===== config.mk =====
export PLATFORM = sky130hd
export DESIGN_NAME = poly_mul_tile_scheduler_flat
export DESIGN_NICKNAME = d
export VERILOG_FILES = /design/src/rtl/poly_mul_tile_scheduler_if.sv /design/src/rtl/poly_mul_tile_scheduler.sv /design/src/flat_wrapper.sv
export SDC_FILE = /design/constraint.sdc
export NUM_CORES = 1
export LEC_CHECK = 0
export CAP_MARGIN = 20
export CORE_AREA = 2 2 39 41
export DETAILED_ROUTE_END_ITERATION = 6
export DIE_AREA = 0 0 41 43
export PLACE_DENSITY = 0.74
export SLEW_MARGIN = 20
export SYNTH_ARGS = -nofsm -noshare
export SYNTH_HDL_FRONTEND = slang
export SYNTH_SLANG_ARGS = --single-unit

===== constraint.sdc =====
create_clock -name clk -period 2.48 [get_ports clk]
set_clock_uncertainty 0.2 [all_clocks]
set_input_delay 0.62 -clock clk [delete_from_list [all_inputs] [get_ports clk]]
set_output_delay 0.62 -clock clk [all_outputs]
set_load 0.05 [all_outputs]

===== src/rtl/poly_mul_tile_scheduler_if.sv =====
// Handshake bundle between the tensor-product requester, the tile scheduler and the
// polynomial multiplier. Signal names keep their direction suffix as seen from the scheduler.
interface poly_mul_tile_scheduler_if #(
  parameter int IDX_W = 2
);
  logic             cmd_valid_i;
  logic             cmd_ready_o;
  logic             mul_ready_i;
  logic             mul_done_i;
  logic             start_o;
  logic             a_sel_o;
  logic             b_sel_o;
  logic [IDX_W-1:0] a_tile_o;
  logic [IDX_W-1:0] b_tile_o;
  logic [1:0]       prod_idx_o;
  logic             clr_mul_o;
  logic             busy_o;
  logic             done_o;
  logic             err_o;

  // scheduler side
  modport master (
    input  cmd_valid_i, mul_ready_i, mul_done_i,
    output cmd_ready_o, start_o, a_sel_o, b_sel_o, a_tile_o, b_tile_o,
           prod_idx_o, clr_mul_o, busy_o, done_o, err_o
  );

  // requester / multiplier side
  modport slave (
    output cmd_valid_i, mul_ready_i, mul_done_i,
    input  cmd_ready_o, start_o, a_sel_o, b_sel_o, a_tile_o, b_tile_o,
           prod_idx_o, clr_mul_o, busy_o, done_o, err_o
  );
endinterface


===== src/rtl/poly_mul_tile_scheduler.sv =====
// Sequences the four ciphertext-component products of one tensor product, issuing every
// (i, j) tile pair row-major to the multiplier. Optional watchdog: SCHED_TIMEOUT_EN.
`ifndef DEGREE_N
`define DEGREE_N 1024
`endif
`ifndef TILE_N
`define TILE_N 256
`endif

module poly_mul_tile_scheduler #(
  parameter int TILE_COUNT     = `DEGREE_N / `TILE_N,
  parameter int IDX_W          = $clog2(TILE_COUNT),
  parameter int TIMEOUT_CYCLES = 4096
) (
  input logic                       clk,
  input logic                       rst,
  poly_mul_tile_scheduler_if.master bus
);

  localparam logic [2:0] S_IDLE      = 3'd0;
  localparam logic [2:0] S_ISSUE     = 3'd1;
  localparam logic [2:0] S_WAIT_RDY  = 3'd2;
  localparam logic [2:0] S_WAIT_DONE = 3'd3;
  localparam logic [2:0] S_CLEAR     = 3'd4;
`ifdef SCHED_TIMEOUT_EN
  localparam logic [2:0] S_ERR       = 3'd5;
  localparam int         CNT_W       = $clog2(TIMEOUT_CYCLES + 1);
`endif

  localparam logic [IDX_W-1:0] LAST = IDX_W'(TILE_COUNT - 1);

  logic [2:0]       state, state_nxt;
  logic [1:0]       prod;
  logic [IDX_W-1:0] ti, tj;
  logic             last_tile;
  logic             in_err;

  assign last_tile = (ti == LAST) && (tj == LAST);

`ifdef SCHED_TIMEOUT_EN
  logic [CNT_W-1:0] wd_cnt;
  logic             wd_hit;
  logic             in_wait;

  assign in_wait = (state == S_WAIT_RDY) || (state == S_WAIT_DONE);
  assign wd_hit  = (wd_cnt == CNT_W'(TIMEOUT_CYCLES - 1));
  assign in_err  = (state == S_ERR);

  // Counts cycles spent parked in one wait state; any exit (including to ERR) restarts it.
  always_ff @(posedge clk) begin
    if (rst)                             wd_cnt <= '0;
    else if (in_wait && state_nxt == state) wd_cnt <= wd_cnt + 1'b1;
    else                                 wd_cnt <= '0;
  end
`else
  assign in_err = 1'b0;
`endif

  always_comb begin
    state_nxt = state;
    case (state)
      S_IDLE:      if (bus.cmd_valid_i) state_nxt = S_ISSUE;
      S_ISSUE:     state_nxt = last_tile ? S_WAIT_DONE : S_WAIT_RDY;
      S_WAIT_RDY: begin
        if (bus.mul_ready_i) state_nxt = S_ISSUE;
`ifdef SCHED_TIMEOUT_EN
        else if (wd_hit)     state_nxt = S_ERR;
`endif
      end
      S_WAIT_DONE: begin
        if (bus.mul_done_i)  state_nxt = S_CLEAR;
`ifdef SCHED_TIMEOUT_EN
        else if (wd_hit)     state_nxt = S_ERR;
`endif
      end
      // the first tile of the next product goes out without waiting on ready
      S_CLEAR:     state_nxt = (prod == 2'd3) ? S_IDLE : S_ISSUE;
`ifdef SCHED_TIMEOUT_EN
      S_ERR:       state_nxt = S_ERR;
`endif
      default:     state_nxt = S_IDLE;
    endcase
  end

  always_ff @(posedge clk) begin
    if (rst) begin
      state <= S_IDLE;
      prod  <= 2'd0;
      ti    <= '0;
      tj    <= '0;
    end else begin
      state <= state_nxt;
      case (state)
        S_IDLE: if (bus.cmd_valid_i) begin
          prod <= 2'd0;
          ti   <= '0;
          tj   <= '0;
        end
        S_ISSUE: if (!last_tile) begin
          if (tj == LAST) begin
            tj <= '0;
            ti <= ti + 1'b1;
          end else begin
            tj <= tj + 1'b1;
          end
        end
        S_CLEAR: if (prod != 2'd3) begin
          prod <= prod + 2'd1;
          ti   <= '0;
          tj   <= '0;
        end
        default: ;
      endcase
    end
  end

  // Pulses and status are masked by rst so a mid-command reset never leaks a done pulse.
  assign bus.cmd_ready_o = !rst && (state == S_IDLE);
  assign bus.busy_o      = !rst && (state != S_IDLE);
  assign bus.start_o     = !rst && (state == S_ISSUE);
  assign bus.clr_mul_o   = !rst && ((state == S_CLEAR) || in_err);
  assign bus.done_o      = !rst && (state == S_CLEAR) && (prod == 2'd3);
  assign bus.err_o       = !rst && in_err;
  assign bus.a_tile_o    = ti;
  assign bus.b_tile_o    = tj;
  assign bus.prod_idx_o  = prod;
  // product order (1,1) (0,1) (1,0) (0,0)
  assign bus.a_sel_o     = ~prod[0];
  assign bus.b_sel_o     = ~prod[1];

endmodule


===== src/flat_wrapper.sv =====
// flat-port wrapper written by rule: the top's interface ports become plain ports
module poly_mul_tile_scheduler_flat 
#(
  parameter int TILE_COUNT     = `DEGREE_N / `TILE_N,
  parameter int IDX_W          = $clog2(TILE_COUNT),
  parameter int TIMEOUT_CYCLES = 4096
)
  (clk, rst, bus_cmd_valid_i, bus_mul_ready_i, bus_mul_done_i, bus_cmd_ready_o, bus_start_o, bus_a_sel_o, bus_b_sel_o, bus_a_tile_o, bus_b_tile_o, bus_prod_idx_o, bus_clr_mul_o, bus_busy_o, bus_done_o, bus_err_o);
  poly_mul_tile_scheduler_if #(.IDX_W(IDX_W)) bus_i ();
  input logic clk;
  input logic rst;
  input wire logic [$bits(bus_i.cmd_valid_i)-1:0] bus_cmd_valid_i;
  input wire logic [$bits(bus_i.mul_ready_i)-1:0] bus_mul_ready_i;
  input wire logic [$bits(bus_i.mul_done_i)-1:0] bus_mul_done_i;
  output wire logic [$bits(bus_i.cmd_ready_o)-1:0] bus_cmd_ready_o;
  output wire logic [$bits(bus_i.start_o)-1:0] bus_start_o;
  output wire logic [$bits(bus_i.a_sel_o)-1:0] bus_a_sel_o;
  output wire logic [$bits(bus_i.b_sel_o)-1:0] bus_b_sel_o;
  output wire logic [$bits(bus_i.a_tile_o)-1:0] bus_a_tile_o;
  output wire logic [$bits(bus_i.b_tile_o)-1:0] bus_b_tile_o;
  output wire logic [$bits(bus_i.prod_idx_o)-1:0] bus_prod_idx_o;
  output wire logic [$bits(bus_i.clr_mul_o)-1:0] bus_clr_mul_o;
  output wire logic [$bits(bus_i.busy_o)-1:0] bus_busy_o;
  output wire logic [$bits(bus_i.done_o)-1:0] bus_done_o;
  output wire logic [$bits(bus_i.err_o)-1:0] bus_err_o;
  assign bus_i.cmd_valid_i = bus_cmd_valid_i;
  assign bus_i.mul_ready_i = bus_mul_ready_i;
  assign bus_i.mul_done_i = bus_mul_done_i;
  assign bus_cmd_ready_o = bus_i.cmd_ready_o;
  assign bus_start_o = bus_i.start_o;
  assign bus_a_sel_o = bus_i.a_sel_o;
  assign bus_b_sel_o = bus_i.b_sel_o;
  assign bus_a_tile_o = bus_i.a_tile_o;
  assign bus_b_tile_o = bus_i.b_tile_o;
  assign bus_prod_idx_o = bus_i.prod_idx_o;
  assign bus_clr_mul_o = bus_i.clr_mul_o;
  assign bus_busy_o = bus_i.busy_o;
  assign bus_done_o = bus_i.done_o;
  assign bus_err_o = bus_i.err_o;
  poly_mul_tile_scheduler #(.TILE_COUNT(TILE_COUNT), .IDX_W(IDX_W), .TIMEOUT_CYCLES(TIMEOUT_CYCLES)) u_core (.clk(clk), .rst(rst), .bus(bus_i));
endmodule

==> results.yml <==
run_status:
  outcome: "complete, no violations"
setup_path:
  r2r-start: "u_core.bus.b_tile_o[0]"
  cp_num_buf_inv: 2
  cp_top_family: "simple AND/OR/NAND/NOR gates"
  worst_ep_required_time_ns: 1.66
  crit_path_max_incr_delay_ns: 0.31
  arrival_ns: 1.54
  crit_type: "in -> out"
  critPathLaunchType: "input pin"
  cp-startpoint: "rst"
  crit_fanout: 4
  rr_worst_depth: 4
  cp.depth: 4
  critPathSlowestCell: "nor4b_2"
  end_kind: "output pin"
  path_cells: "dlygate4sd2_1 > nor4b_2 > and2_4 > buf_12"
logic_synthesis:
  ys_seq_area_share_pct: 32.43
  synth_edf_count: 0
  ys_warn_count: 0
  yosys_most_used_dff: "dfxtp_1"
  synth-adder-area-share_pct: 6.757
  yosys.area_share.simple_pct: 29.28
  syn_area_um2: 555.5
  synth_top_area_share_pct: 32.43
  synthArstFlopShare_pct: 0
  synth_area_leaders: "dfxtp_1 32%, ha_1 6.8%, nand2b_1 5.6%"
  synth_top_family_by_area: "simple AND/OR/NAND/NOR gates"
  synth_top_area_cell: "dfxtp_1"
  synthMuxAreaShare_pct: 3.829
  synth_nets: 74
  synth.distinct_cells: 31
  ys_seq_elements: 9
  avgSynthCellArea_um2: 8.417
  synthCells: 66
  synth_compound_area_share_pct: 20.72
  synth-xor-area-share_pct: 0
timing:
  finalCriticalPeriod_ns: 2.360
  rsz0062_at_grt: "no"
  finalCritPeriodShare_pct: 95.15
  drv_slew: 0
  finalSetupViolations: 0
  max_freq_mhz: 423.8
  hold_violations: 0
  tightestPinTransition_ns: 0.4899
  slew-limit-headroom_pct: 66.50
routing:
  via_count: 581
  wl_met2_um: 598
  drcViolationCount: 0
  ant_nets: 0
  vias_per_cell: 5.533
  met1_length_um: 597
  drtPass1Iterations: 4
  wire_per_inst_um: 12.38
  wl_met3_um: 79
  wl_mm: 1.300
  drt_iter0_markers: 14
  routed.top_layer: "met4"
die:
  start_util_pct: 40.14
  die_area_um2: 1763
  num_rows: 14
  coreArea_um2: 1384
  io-pin-count: 19
  die_y_um: 43
  dieWidth_um: 41
placement:
  post-dp-hpwl_um: 953.6
  io_buffers: 17
  postPlaceCellArea_um2: 837.1
  gp_congestion: 0.6969
clock_network:
  holdBufCountCts: 0
  clkTransAtPathRegs_ns: 0.07
  cts.sinks: 9
  cts-root-buf: "clkbuf_4"
  cts_made_buffers: 3
  cts_resized: 2
  clockBufferDepth: 2
  cts_setup_buffers: 0
  insertion_delay_ns: 0.26
  cts_tree: "done"
  htree_levels: 1
pwr:
  power_w: 0.0004057
  cellLeakagePower_nw: 0.3207
  powerDensity_nw_per_um2: 469.3
  vdd_drop_max_mv: 0.2930
global_routing:
  grt_pass1_vias: 488
  grt_max_degree: 15
  grt_usage_pct: 17.27
  gr-total-overflow: 0
  antenna_found_initial: 0
  grt_pass1_wl_mm: 2.076
flow_run:
  cap_viol_max_count: 0
layout:
  layout.nets: 98
  drive_gt1_share_pct: 24.72
  fill_cells: 125
  design_area_um2: 864.6
  antenna_cells: 0
  syn_to_final_growth_pct: 55.63
worst_hold_path:
  min_path_cells: 2
  hp-class: "reg -> reg"
  hp-start: "u_core.bus.a_tile_o[1]"
==> cell families after synthesis <==
kind of cell | count (synthesis)
simple gates | 28
compound gates | 15
flops | 9
buf+inv | 8
fa+ha+maj | 3
mux | 2
other cells | 1
==> worst paths after layout <==
kind	end	slack [ns]
setup / recovery	bus_done_o	0.12
hold / removal	u_core.bus.a_tile_o[1]	0.30
setup reg to reg	u_core.state[0]	0.62
hold reg to reg	u_core.bus.a_tile_o[1]	0.30
==> through the flow <==
step	std cells	hold slack [ns]	utilization, %	worst slack [ns]	setup TNS (ns)
2_1_floorplan	66	0.4327	-	-0.5159	-0.5425
3_3_place_gp	101	0.2793	60.49	-0.04252	-0.1205
3_5_place_dp	101	0.2951	60.49	-0.08578	-0.2167
4_1_cts	105	0.3034	62.48	0.1061	0
5_1_grt	105	0.3297	62.48	0.04966	0
6_report	105	0.3008	62.48	0.1202	0
==> cell type report <==
| cell class | instances | area [µm²] | area share, % |
|---|---|---|---|
| clock buffer | 4 | 26.28 | 3.039 |
| tap | 16 | 20.02 | 2.315 |
| inverter | 3 | 11.26 | 1.302 |
| sequential | 9 | 180.2 | 20.84 |
| timing repair buffer | 24 | 271.5 | 31.40 |
| multi-input combinational | 49 | 355.3 | 41.10 |
==> state kept, by name, indices dropped and copies added, names as in the netlist <==
name	cells
u_core.bus.b_tile_o	2
u_core.state	3
u_core.bus.prod_idx_o	2
u_core.bus.a_tile_o	2
==> Yosys cell counts, drive strengths merged (2+ instances only) <==
master and instances:
dfxtp 9, nand2b 5, o21ai 2, nor4b 3
nand2 4, a21oi 3, ha 3, a2111oi 2
clkbuf 3, inv 3, o41ai 2, buf 2
nand4 2, and2 2, nor2 6, nor3 2
==> per-layer routing <==
layer  track usage [%]  up-vias
met4             8.000        0
met5                 0        -
met2             25.31       19
met1             23.61      269
li1                  -      289
met3             3.141        4
==> cell usage in the layout (no fill, tap or decap), types with 2 or more instances in the layout <==
master | Yosys | routed
o21ai_0 | 2 | 2
inv_1 | 3 | 3
nor3_1 | 2 | 2
nand4_1 | 2 | 2
dfxtp_1 | 9 | 9
buf_4 | 1 | 7
a2111oi_0 | 2 | 2
clkbuf_4 | 0 | 3
nand2_1 | 4 | 4
o41ai_1 | 2 | 2
a21oi_1 | 3 | 3
clkdlybuf4s50_1 | 0 | 11
buf_12 | 0 | 5
nand2b_1 | 5 | 5
ha_1 | 3 | 3
nor2_1 | 6 | 6
nor4b_2 | 1 | 2
==> where the power goes <==
group	switching (W)	internal, W
Clock	0.0000551	0.0000620
Combinational	0.0000714	0.0000578
Sequential	0.00000852	0.000151
Total	0.000135	0.000271
==> tightest hold or removal path: cells and delay by family, from the launching register on <==
kind,cells,cell delay (ns)
mux,1,0.06
flops,1,0.33
simple gates,1,0.07
(Power assumes the default switching activity.)
